File: config.mk
export PLATFORM = sky130hd
export DESIGN_NAME = qam16_mapper
export DESIGN_NICKNAME = d
export VERILOG_FILES = /design/src/rtl/qam_pkg.sv /design/src/rtl/qam_level_lut.sv /design/src/rtl/qam16_mapper.sv
export SDC_FILE = /design/constraint.sdc
export NUM_CORES = 1
export LEC_CHECK = 0
export CORE_AREA = 2 2 49 85
export DETAILED_ROUTE_END_ITERATION = 10
export DIE_AREA = 0 0 51 87
export PLACE_DENSITY_LB_ADDON = 0.05
export SYNTH_ARGS = -nofsm -noshare
export SYNTH_HDL_FRONTEND = slang
export SYNTH_SLANG_ARGS = --single-unit
File: constraint.sdc
create_clock -name clk -period 1.9 [get_ports clk]
set_clock_uncertainty 0.15 [all_clocks]
set_input_delay 0.38 -clock clk [delete_from_list [all_inputs] [get_ports clk]]
set_output_delay 0.38 -clock clk [all_outputs]
set_load 0.01 [all_outputs]
File: src/rtl/qam_pkg.sv
// Shared types and constants for the 16-QAM symbol mapper.
// Gray codes give the 2-bit pattern for each amplitude level.
package qam_pkg;

  typedef enum logic {
    IDLE = 1'b0,
    RUN  = 1'b1
  } state_t;

  localparam logic [1:0] GRAY_M3 = 2'b00;
  localparam logic [1:0] GRAY_M1 = 2'b01;
  localparam logic [1:0] GRAY_P1 = 2'b11;
  localparam logic [1:0] GRAY_P3 = 2'b10;

endpackage

File: src/rtl/qam_level_lut.sv
// Combinational Gray-code to signed amplitude lookup for one QAM axis.
// A level of +/-1 equals LEVEL_UNIT; +/-3 equals 3*LEVEL_UNIT.
module qam_level_lut
  import qam_pkg::*;
#(
  parameter int AMP_WIDTH  = 16,
  parameter int LEVEL_UNIT = 8192
) (
  input  logic        [1:0]           code,
  output logic signed [AMP_WIDTH-1:0] level
);

  localparam logic signed [AMP_WIDTH-1:0] LVL1 = AMP_WIDTH'(LEVEL_UNIT);
  localparam logic signed [AMP_WIDTH-1:0] LVL3 = AMP_WIDTH'(3 * LEVEL_UNIT);

  always_comb begin
    level = '0;
    case (code)
      GRAY_M3: level = -LVL3;
      GRAY_M1: level = -LVL1;
      GRAY_P1: level = LVL1;
      GRAY_P3: level = LVL3;
      default: level = '0;
    endcase
  end

endmodule

File: src/rtl/qam16_mapper.sv
// Byte-stream to 16-QAM symbol mapper: two Gray-mapped symbols per byte,
// high nibble first, each held for SYM_LEN clocks, behind a one-byte skid buffer.
module qam16_mapper
  import qam_pkg::*;
#(
  parameter int AMP_WIDTH  = 16,
  parameter int SYM_LEN    = 64,
  parameter int LEVEL_UNIT = 8192
) (
  input  logic                        clk,
  input  logic                        rst_n,
  input  logic                        enable,
  input  logic        [7:0]           in_data,
  input  logic                        in_valid,
  output logic                        in_ready,
  output logic signed [AMP_WIDTH-1:0] i_level,
  output logic signed [AMP_WIDTH-1:0] q_level,
  output logic                        sym_start,
  output logic                        underflow
);

  localparam int CNT_W = (SYM_LEN > 1) ? $clog2(SYM_LEN) : 1;
  localparam logic [CNT_W-1:0] CNT_LAST = CNT_W'(SYM_LEN - 1);

  state_t                      state, state_n;
  logic        [CNT_W-1:0]     cnt, cnt_n;
  logic        [7:0]           buf_data;
  logic                        buf_full, buf_full_n;
  logic        [3:0]           cur_lo, cur_lo_n;
  logic                        lo_pend, lo_pend_n;
  logic signed [AMP_WIDTH-1:0] i_level_n, q_level_n;
  logic                        sym_start_n, underflow_n;
  logic                        accept;
  logic                        tick;
  logic        [3:0]           emit_nib;
  logic signed [AMP_WIDTH-1:0] lut_i, lut_q;

  assign in_ready = ~buf_full;
  assign accept   = in_valid & ~buf_full;
  // A pending low nibble always goes out before the next buffered byte.
  assign emit_nib = lo_pend ? cur_lo : buf_data[7:4];

  qam_level_lut #(
    .AMP_WIDTH (AMP_WIDTH),
    .LEVEL_UNIT(LEVEL_UNIT)
  ) u_lut_i (
    .code (emit_nib[3:2]),
    .level(lut_i)
  );

  qam_level_lut #(
    .AMP_WIDTH (AMP_WIDTH),
    .LEVEL_UNIT(LEVEL_UNIT)
  ) u_lut_q (
    .code (emit_nib[1:0]),
    .level(lut_q)
  );

  always_comb begin
    tick = 1'b0;
    case (state)
      IDLE:    tick = enable & (lo_pend | buf_full);
      RUN:     tick = (cnt == CNT_LAST);
      default: tick = 1'b0;
    endcase
  end

  // Boundary decisions in priority order: stop, low nibble, new byte, underflow.
  always_comb begin
    state_n     = state;
    cnt_n       = cnt;
    buf_full_n  = buf_full;
    cur_lo_n    = cur_lo;
    lo_pend_n   = lo_pend;
    i_level_n   = i_level;
    q_level_n   = q_level;
    sym_start_n = 1'b0;
    underflow_n = 1'b0;

    if (accept) begin
      buf_full_n = 1'b1;
    end

    if (tick) begin
      if (!enable) begin
        state_n   = IDLE;
        i_level_n = '0;
        q_level_n = '0;
      end else if (lo_pend || buf_full) begin
        state_n     = RUN;
        cnt_n       = '0;
        sym_start_n = 1'b1;
        i_level_n   = lut_i;
        q_level_n   = lut_q;
        if (lo_pend) begin
          lo_pend_n = 1'b0;
        end else begin
          cur_lo_n   = buf_data[3:0];
          lo_pend_n  = 1'b1;
          buf_full_n = 1'b0;
        end
      end else begin
        state_n     = IDLE;
        i_level_n   = '0;
        q_level_n   = '0;
        underflow_n = 1'b1;
      end
    end else if (state == RUN) begin
      cnt_n = cnt + 1'b1;
    end
  end

  always_ff @(posedge clk or negedge rst_n) begin
    if (!rst_n) begin
      state     <= IDLE;
      cnt       <= '0;
      buf_full  <= 1'b0;
      cur_lo    <= '0;
      lo_pend   <= 1'b0;
      i_level   <= '0;
      q_level   <= '0;
      sym_start <= 1'b0;
      underflow <= 1'b0;
    end else begin
      state     <= state_n;
      cnt       <= cnt_n;
      buf_full  <= buf_full_n;
      cur_lo    <= cur_lo_n;
      lo_pend   <= lo_pend_n;
      i_level   <= i_level_n;
      q_level   <= q_level_n;
      sym_start <= sym_start_n;
      underflow <= underflow_n;
    end
  end

  always_ff @(posedge clk or negedge rst_n) begin
    if (!rst_n) begin
      buf_data <= '0;
    end else if (accept) begin
      buf_data <= in_data;
    end
  end

endmodule

==> results.cfg <==
[cts]
insertion_delay_ps = 270
htreeDepth = 1
cts_made_buffers = 3
clk_pin_slew_ps = 90
cts_root_buf = clkbuf_8
cts_tree = yes
cts_sinks = 27
cts_max_path_buffers = 2

[placed_design]
place.gp.congestion = 0.733
dp_hpwl_mm = 2.09
port_buffers = 20
placedCellCount = 196

[power]
power_leakage_nw = 0.768
peakVddDrop_mv = 0.557
power_w = 0.00211
p_per_area_nw_per_um2 = 1280

[logic_synthesis]
ys_ff_latch = 27
synth_top_area_share_pct = 48.4
synth_common_cells = buf_4 (28), dfrtp_1 (27), mux2_2 (12)
synth_cell_type_count = 32
synth_edf_count = 0
async_reset_ff_share_pct = 100
synth_ff_type = dfrtp_1
yosysMostFrequentCell = buf_4
synth.yosys.seq_area_share_pct = 48.4
avgSynthCellArea_sq_um = 11.2
synth_top_area_cell = dfrtp_1
syn-cell-area_sq_um = 1400
syn_inst = 125
yosys_warnings = 0
yosys-top-cells-area = dfrtp_1 (48%), buf_4 (15%), mux2_2 (9.7%), a22o_1 (2.5%), nand2_1 (1.9%)

[layout]
final_nets = 167
diodes = 0
final_core_util_pct = 43.5
areaGrowthSynthToFinish_pct = 18.2
instances_no_fill = 201
layout-drive-gt1-share_pct = 22.9

[grt]
grt_pass1_wl_mm = 4.35
grt_pass1_vias = 941
grt_overflow = 0
grt.total_usage_pct = 13.1
antenna_found_initial = 0
grt_start_max_net_pins = 28

[detailed_routing]
wl_per_cell_um = 13.2
num_vias = 901
remaining_drc_errors = 0
totalWireLength_mm = 2.66
vias_per_cell = 4.48
first_pass_iters = 4
first_iter_violations = 8
ant_nets = 0

[setup_path]
end_kind = output pin
crit_buf_inv = 1
crit_chain = clkdlybuf4s50_1
critPathTopFamily = buffers and inverters
worstSetupPathType = reg -> out
start_kind = register
slowest_delay_ps = 560
critPathArrivalTime_ps = 1280
cp.required_ps = 1370
crit_path_top_delay_cell = clkdlybuf4s50_1
crit_fanout = 8

[timing]
rsz0062_at_grt = false
final.period_utilization_pct = 95.2
finalSetupTns_ps = 0
fin_crit_ps = 1810
setup_viol = 0
hold_ws_ps = 329
hold_viol_final = 0
slew_viol_final = 0
fmax_ghz = 0.553

[die]
die_area_sq_um = 4440
die_y_um = 87
dieWidth_um = 51
io_pins = 47
fp-row-count = 30
start_util_pct = 36.8
core_sq_um = 3790

[hold_path]
hold_path.class = in -> async

[status]
status = finished, final reports clean

[run]
maxCapViolations = 0
## what timing repair did
action                                  CTS  global route
endpoints found under the hold margin     0             0
pin swaps                                 0             1
endpoints found under the setup margin    3             6
hold buffers                              0             0
resized for setup                         2             2
setup buffers                             0             1
## flip-flops by register name, summed over array words and instances, names as in the netlist
register	flops
cnt	6
cur_lo	4
i_level	3
underflow	1
lo_pend	1
buf_full	1
sym_start	1
buf_data	8
q_level	2
## layout make-up
cell class	count	area, sq um
clock buffer	4	45.0
fill	392	2140
inverter	3	11.3
multi-input combinational	90	591
sequential	27	677
tap	48	60.1
timing repair buffer	29	267
## final timing paths
| path | from | endpoint | slack, ps | depth (start not counted) |
|---|---|---|---|---|
| setup / recovery | i_level[13] | q_level[13] | 90 | 1 |
| hold / removal | rst_n | sym_start | 330 | 2 |
| setup reg to reg | cnt[1] | cur_lo[0] | 100 | 5 |
| hold reg to reg | i_level[14] | i_level[14] | 360 | 1 |
| max in group asynchronous | rst_n | i_level[13] | 990 | 2 |
| min in group clk | i_level[14] | i_level[14] | 360 | 1 |
## placed cells by master, fill, tap and decap left out, types with 2 or more instances in the layout
master,instances
clkbuf_8,3
xnor2_1,2
nand3_1,3
and3_2,2
nand2b_1,2
conb_1,26
xor2_1,3
mux2_2,12
a22o_1,4
mux2i_1,2
nor3_1,2
clkdlybuf4s50_1,19
nor2_1,3
inv_1,3
dfrtp_1,26
o21ai_1,2
buf_4,9
nand2_1,7
o21ai_0,5
## metrics by stage
| stage | setup slack (ps) | cell area (sq um) |
|---|---|---|
| 2_1_floorplan | 113 | 1490 |
| 3_3_place_gp | 26.4 | 1590 |
| 3_5_place_dp | -13.9 | 1590 |
| 4_1_cts | 29.2 | 1640 |
| 5_1_grt | 0.452 | 1650 |
| 6_report | 90.9 | 1650 |
## report_power, final
group          total, W  internal [W]  leakage (nW)  switching (W)
Clock          0.000327      0.000150        0.0228       0.000176
Combinational  0.000747      0.000452         0.417       0.000295
Sequential      0.00103      0.000814         0.328       0.000219
## logic make-up after synthesis
group / Yosys count / share of synthesized area, %
multiplexers: 14 / 11.1
buffers and inverters: 33 / 16.4
flip-flops: 27 / 48.4
XOR/XNOR: 5 / 3.14
adder cells (fa/ha/maj): 1 / 0.896
AO/OA/AOI/OAI: 19 / 9.86
other: 1 / 0.269
AND/OR/NAND/NOR: 25 / 9.95
## per-layer routing
layer / vias to the layer above / part of all wire [%] / global-route usage (%)
met5: - / 0 / 0
met4: 0 / 1.2 / 5.16
met3: 4 / 2.1 / 2.06
met2: 18 / 59 / 24.6
met1: 453 / 38 / 14.2
li1: 426 / - / -
No activity file was read; power rests on OpenSTA's default activity.
